### src/rtl/lsu_split.sv
// Multi-cycle load/store unit with one outstanding bus transaction.
// Word-crossing accesses are either split into two beats or rejected.
module lsu_split #(
  parameter int DWIDTH           = 32,
  parameter int AWIDTH           = 32,
  parameter int ALLOW_MISALIGNED = 1
) (
  input  logic              clk,
  input  logic              rst,
  input  logic              req_valid,
  output logic              req_ready,
  input  logic              req_wen,
  input  logic [1:0]        req_size,
  input  logic              req_unsigned,
  input  logic [AWIDTH-1:0] req_addr,
  input  logic [DWIDTH-1:0] req_wdata,
  output logic              resp_valid,
  input  logic              resp_ready,
  output logic [DWIDTH-1:0] resp_rdata,
  output logic              resp_err,
  output logic              mem_req,
  input  logic              mem_gnt,
  output logic              mem_we,
  output logic [AWIDTH-1:0] mem_addr,
  output logic [DWIDTH/8-1:0] mem_wbe,
  output logic [DWIDTH-1:0] mem_wdata,
  input  logic              mem_rvalid,
  input  logic [DWIDTH-1:0] mem_rdata
);
  localparam int NB = DWIDTH / 8;
  localparam int OB = $clog2(NB);

  // state | meaning: IDLE accept | REQ0/REQ1 beat on bus | WAIT0/WAIT1 await rvalid | RESP hold response
  typedef enum logic [2:0] {IDLE, REQ0, WAIT0, REQ1, WAIT1, RESP} state_t;
  state_t state;

  logic              wen_q;
  logic [1:0]        size_q;
  logic              uns_q;
  logic [OB-1:0]     off_q;
  logic              cross_q;
  logic [NB-1:0]     wbe1_q;
  logic [DWIDTH-1:0] wdata1_q;
  logic [DWIDTH-1:0] lo;

  logic [OB-1:0]       in_off;
  logic [3:0]          in_bytes;
  logic [4:0]          in_end;
  logic                in_cross;
  logic                in_err;
  logic [NB-1:0]       in_mask;
  logic [2*NB-1:0]     in_wbe2;
  logic [2*DWIDTH-1:0] in_wdata2;

  always_comb begin
    in_off    = req_addr[OB-1:0];
    in_bytes  = 4'd1 << req_size;
    in_end    = 5'(in_off) + 5'(in_bytes);
    in_cross  = in_end > 5'(NB);
    in_err    = (int'(req_size) > OB) || (in_cross && (ALLOW_MISALIGNED == 0));
    in_mask   = NB'((9'd1 << in_bytes) - 9'd1);
    // Both beats come from one double-width shift: the upper half is the beat-1 spill.
    in_wbe2   = {{NB{1'b0}}, in_mask} << in_off;
    in_wdata2 = {{DWIDTH{1'b0}}, req_wdata} << {in_off, 3'b000};
  end

  logic [DWIDTH-1:0] asm_lo, asm_hi, asm_raw, asm_ext;
  logic              asm_sign, sign_en;
  int                asm_bits;

  always_comb begin
    asm_lo   = (state == WAIT1) ? lo : mem_rdata;
    asm_hi   = (state == WAIT1) ? mem_rdata : '0;
    asm_raw  = DWIDTH'({asm_hi, asm_lo} >> {off_q, 3'b000});
    asm_bits = 8 << size_q;
    if (asm_bits > DWIDTH) asm_bits = DWIDTH;
    sign_en  = !uns_q && (int'(size_q) < OB);
    asm_sign = 1'b0;
    for (int i = 0; i < DWIDTH; i++)
      if (i == asm_bits - 1) asm_sign = asm_raw[i];
    for (int i = 0; i < DWIDTH; i++)
      asm_ext[i] = (i < asm_bits) ? asm_raw[i] : (sign_en & asm_sign);
  end

  always_ff @(posedge clk) begin
    if (rst) begin
      state      <= IDLE;
      req_ready  <= 1'b1;
      resp_valid <= 1'b0;
      resp_err   <= 1'b0;
      resp_rdata <= '0;
      mem_req    <= 1'b0;
      mem_we     <= 1'b0;
      mem_addr   <= '0;
      mem_wbe    <= '0;
      mem_wdata  <= '0;
      wen_q      <= 1'b0;
      size_q     <= '0;
      uns_q      <= 1'b0;
      off_q      <= '0;
      cross_q    <= 1'b0;
      wbe1_q     <= '0;
      wdata1_q   <= '0;
      lo         <= '0;
    end else begin
      case (state)
        IDLE: begin
          if (req_valid && req_ready) begin
            wen_q     <= req_wen;
            size_q    <= req_size;
            uns_q     <= req_unsigned;
            off_q     <= in_off;
            cross_q   <= in_cross;
            wbe1_q    <= req_wen ? in_wbe2[2*NB-1:NB] : '0;
            wdata1_q  <= in_wdata2[2*DWIDTH-1:DWIDTH];
            req_ready <= 1'b0;
            if (in_err) begin
              state      <= RESP;
              resp_valid <= 1'b1;
              resp_err   <= 1'b1;
              resp_rdata <= '0;
            end else begin
              state     <= REQ0;
              mem_req   <= 1'b1;
              mem_we    <= req_wen;
              mem_addr  <= {req_addr[AWIDTH-1:OB], {OB{1'b0}}};
              mem_wbe   <= req_wen ? in_wbe2[NB-1:0] : '0;
              mem_wdata <= in_wdata2[DWIDTH-1:0];
            end
          end
        end
        REQ0: begin
          if (mem_gnt) begin
            mem_req <= 1'b0;
            state   <= WAIT0;
          end
        end
        WAIT0: begin
          if (mem_rvalid) begin
            lo <= mem_rdata;
            if (cross_q) begin
              state     <= REQ1;
              mem_req   <= 1'b1;
              mem_addr  <= mem_addr + AWIDTH'(NB);
              mem_wbe   <= wbe1_q;
              mem_wdata <= wdata1_q;
            end else begin
              state      <= RESP;
              resp_valid <= 1'b1;
              resp_rdata <= wen_q ? '0 : asm_ext;
            end
          end
        end
        REQ1: begin
          if (mem_gnt) begin
            mem_req <= 1'b0;
            state   <= WAIT1;
          end
        end
        WAIT1: begin
          if (mem_rvalid) begin
            state      <= RESP;
            resp_valid <= 1'b1;
            resp_rdata <= wen_q ? '0 : asm_ext;
          end
        end
        RESP: begin
          if (resp_ready) begin
            state      <= IDLE;
            resp_valid <= 1'b0;
            resp_err   <= 1'b0;
            resp_rdata <= '0;
            req_ready  <= 1'b1;
          end
        end
        default: state <= IDLE;
      endcase
    end
  end
endmodule

### config.mk
export PLATFORM = sky130hd
export DESIGN_NAME = lsu_split
export DESIGN_NICKNAME = d
export VERILOG_FILES = /design/src/rtl/lsu_split.sv
export SDC_FILE = /design/constraint.sdc
export NUM_CORES = 1
export LEC_CHECK = 0
export ABC_AREA = 1
export BUFFER_PORTS_ARGS = -buffer_cell sky130_fd_sc_hd__buf_2
export CAP_MARGIN = 15
export CORE_ASPECT_RATIO = 0.9
export CORE_MARGIN = 5
export CORE_UTILIZATION = 44
export CTS_CLUSTER_DIAMETER = 50
export DETAILED_ROUTE_END_ITERATION = 10
export HOLD_SLACK_MARGIN = 0.12
export PLACE_DENSITY = 0.67
export SLEW_MARGIN = 20
export SYNTH_ARGS = -nofsm -noshare
export SYNTH_HDL_FRONTEND = slang
export SYNTH_SLANG_ARGS = --single-unit
### constraint.sdc
create_clock -name clk -period 3.3 [get_ports clk]
set_input_delay 0.165 -clock clk [delete_from_list [all_inputs] [get_ports clk]]
set_output_delay 0.165 -clock clk [all_outputs]
set_load 0.01 [all_outputs]
==> flow_summary.toml <==
[power]
swShare_pct = 45.0
p_clk_share_pct = 22.7
p_int_mw = 4.92
peakVddDrop_uv = 444
switchingPower_mw = 4.02
combPwrFrac_pct = 44.2
power.density_nw_per_um2 = 729
p_leak_nw = 5.35
finalPower_mw = 8.94
pwr-share-seq_pct = 33.1

[route]
postRouteAntennaNets = 0
detail_route.iter0.violations = 856
via_count = 10687
wirelength_um = 31200
drc = 0
viasPerCell = 5.28
wl_per_cell_um = 15.4
dr.pass1.iters = 5

[critical_path]
cp-end-kind = "flop"
startpoint_type = "flop"
crit_start = "size_q[1]$_SDFFE_PP0P_"
path_max_fanout = 20
crit_type = "flop to flop"
critPathArrivalTime_ns = 2.95
r2r-start = "size_q[1]$_SDFFE_PP0P_"
cp.required_ns = 3.57

[global_route]
grt_pass1_wl_um = 51400
gr-total-overflow = 0
grt_usage_pct = 23.9
grt_max_degree = 89
antenna_found_initial = 0
grt_pass1_vias = 10156

[sta]
rsz0062_at_grt = "no"
slew_headroom_pct = 30.1
slew_violations = 0
worstMarginPinSlew_ns = 1.05
fin_tns_setup_ns = 0
hold_viol_final = 0
clock_skew_ns = 0.0139
max_freq_ghz = 0.373
timing.final.crit_share_pct = 81.2
fin_crit_ns = 2.68
final-setup-viol-count = 0

[synthesis]
synth_cell_types = 53
synth.top_cells.by_area = "dfxtp_1 35%, nand2_1 15%, a21oi_1 9.5%"
yosysTopAreaCellShare_pct = 34.8
synth_edf_count = 0
syn-cell-area_sq_um = 9900
syn_inst = 1500
ys_warn_count = 0
synth-async-reset-ratio_pct = 0
yosysSeqAreaShare_pct = 34.8
avgSynthCellArea_sq_um = 6.60
synth-seq-cells = 172
synthFlopType = "dfxtp_1"
synth_top_area_cell = "dfxtp_1"

[clocking]
cts_buffers = 17
clock-sinks = 172
cts.root.buffer_cell = "clkbuf_16"
cts_resized = 0
clockBufferDepth = 2
htreeDepth = 4
postCtsSetupBuffers = 0
clock_latency_ns = 0.44
tritoncts = "done"
clk_pin_slew_ns = 0.07

[floorplan]
initial_utilization_pct = 44.4
die_area_sq_um = 25600
die_h_um = 152
io_pins = 211
coreArea_sq_um = 22300
dieWidth_um = 168
rows = 52

[place]
port-buffer-count = 208
place_area_sq_um = 11000
finalWeightedCongestion = 0.945
placedCellCount = 1923
hpwlAfterDp_um = 21200

[finish]
fin_nets = 1831
area_growth_pct = 23.8
diodes = 0
finish.utilization_pct = 55.0
final-instance-count-excl-fill = 2023
final_area_sq_um = 12300
drive_above_1_share_pct = 18.7

[status]
status = "complete, no violations"

[worst_hold_path]
min_from = "req_addr[27]"
hp-class = "input pin to flop"

[run]
cap_viol_max_count = 0
Yosys cell counts, types with 6 or more instances:
| cell | count |
|---|---|
| nand2_1 | 390 |
| a21oi_1 | 187 |
| dfxtp_1 | 172 |
| o21ai_0 | 158 |
| nor2_1 | 103 |
| inv_1 | 102 |
| nand3_1 | 71 |
| clkbuf_1 | 63 |
| o211ai_1 | 44 |
| buf_2 | 20 |
| a211oi_1 | 17 |
| or2_2 | 16 |
| ha_1 | 11 |
| inv_2 | 11 |
| o21ai_1 | 11 |
| nand4_1 | 10 |
| nor3_1 | 10 |
| nand2_2 | 9 |
| buf_6 | 8 |
| mux2i_1 | 8 |
| a31oi_1 | 7 |
| buf_1 | 7 |
| xor2_1 | 6 |
layer usage:
layer	part of all wire, %	vias up	global-route usage [%]
met1	46	4872	32.3
met2	46	349	39.4
met4	1.7	0	6.38
met5	0	-	0
met3	6.2	42	4.23
li1	-	5424	-
kinds of logic after synthesis:
| family | after synthesis | share of synthesized area (%) |
|---|---|---|
| other | 2 | 0.0758 |
| and+or+nand+nor | 630 | 27.2 |
| DFF | 172 | 34.8 |
| adders and majority gates | 12 | 1.59 |
| muxes | 8 | 0.809 |
| xor gates and xnor gates | 7 | 0.619 |
| AOI/OAI and AO/OA | 449 | 25.4 |
| buffers and inverters | 220 | 9.54 |
flip-flops by register name, summed over array words and instances (netlist names), 2 cells and up:
register	flops
lo	32
mem_addr	30
mem_wbe	4
mem_wdata	32
off_q	2
resp_rdata	32
size_q	2
state	3
wbe1_q	3
wdata1_q	24
path summary, 6_finish.rpt:
| kind | end | slack (ns) | depth (start not counted) |
|---|---|---|---|
| max | resp_rdata[29]$_SDFFE_PP0P_ | 0.62 | 15 |
| min | mem_addr[27]$_SDFFE_PP0P_ | 0.15 | 4 |
| max reg2reg | resp_rdata[29]$_SDFFE_PP0P_ | 0.62 | 15 |
| min reg2reg | lo[1]$_SDFFE_PP0P_ | 0.45 | 2 |
final cells by class:
class / instances / area, sq um
Fill cell: 2195 / 10100
Multi-Input combinational cell: 1111 / 5530
Sequential cell: 172 / 3440
Timing Repair Buffer: 294 / 1880
Inverter: 117 / 447
Clock buffer: 17 / 425
Tap cell: 297 / 372
Clock inverter: 15 / 168
worst max-delay path: stages (launching register included):
cell and delay [ns]:
dfxtp_1 0.34, inv_2 0.34, nand2_1 0.14, ha_1 0.22, ha_1 0.21, inv_1 0.08
ha_1 0.14, nand2_1 0.05, nor3_1 0.26, nand3_1 0.12, nand2_1 0.08, clkinv_1 0.06
nand2_2 0.13, nand2_4 0.15, nand2_1 0.13, a21oi_1 0.06
metrics by stage:
| stage | hold slack, ns | setup slack, ns |
|---|---|---|
| floorplan | 0.300 | 0.992 |
| global route | 0.131 | 0.383 |
| CTS | 0.124 | 0.574 |
| detailed placement | 0.419 | 0.620 |
| finish | 0.146 | 0.621 |
| global placement | 0.399 | 0.693 |
power groups by stage:
stage	Clock (mW)	Sequential [mW]	Combinational [mW]
final	2.03	2.96	3.96
after global placement	0	2.99	3.84
after floorplan	0	3.06	2.70
after detailed placement	0	2.99	3.88
after global routing	2.17	3.02	4.44
after CTS	2.07	2.95	3.96
what timing repair did:
action / 4_1_cts / 5_1_grt
endpoints found under the setup margin: 0 / 0
hold endpoints to repair: 72 / 0
hold buffers: 68 / 0
cell usage in the layout, fill, tap and decap left out, types with 10 or more instances in the layout:
master,Yosys,layout
nand2_1,390,390
buf_2,20,208
a21oi_1,187,187
dfxtp_1,172,172
o21ai_0,158,158
nor2_1,103,103
inv_1,102,101
nand3_1,71,71
dlygate4sd3_1,0,68
o211ai_1,44,44
a211oi_1,17,17
clkbuf_16,0,17
or2_2,16,16
buf_4,4,16
inv_2,11,12
o21ai_1,11,11
ha_1,11,11
nor3_1,10,10
nand4_1,10,10
No activity file was read; power rests on OpenSTA's default activity.
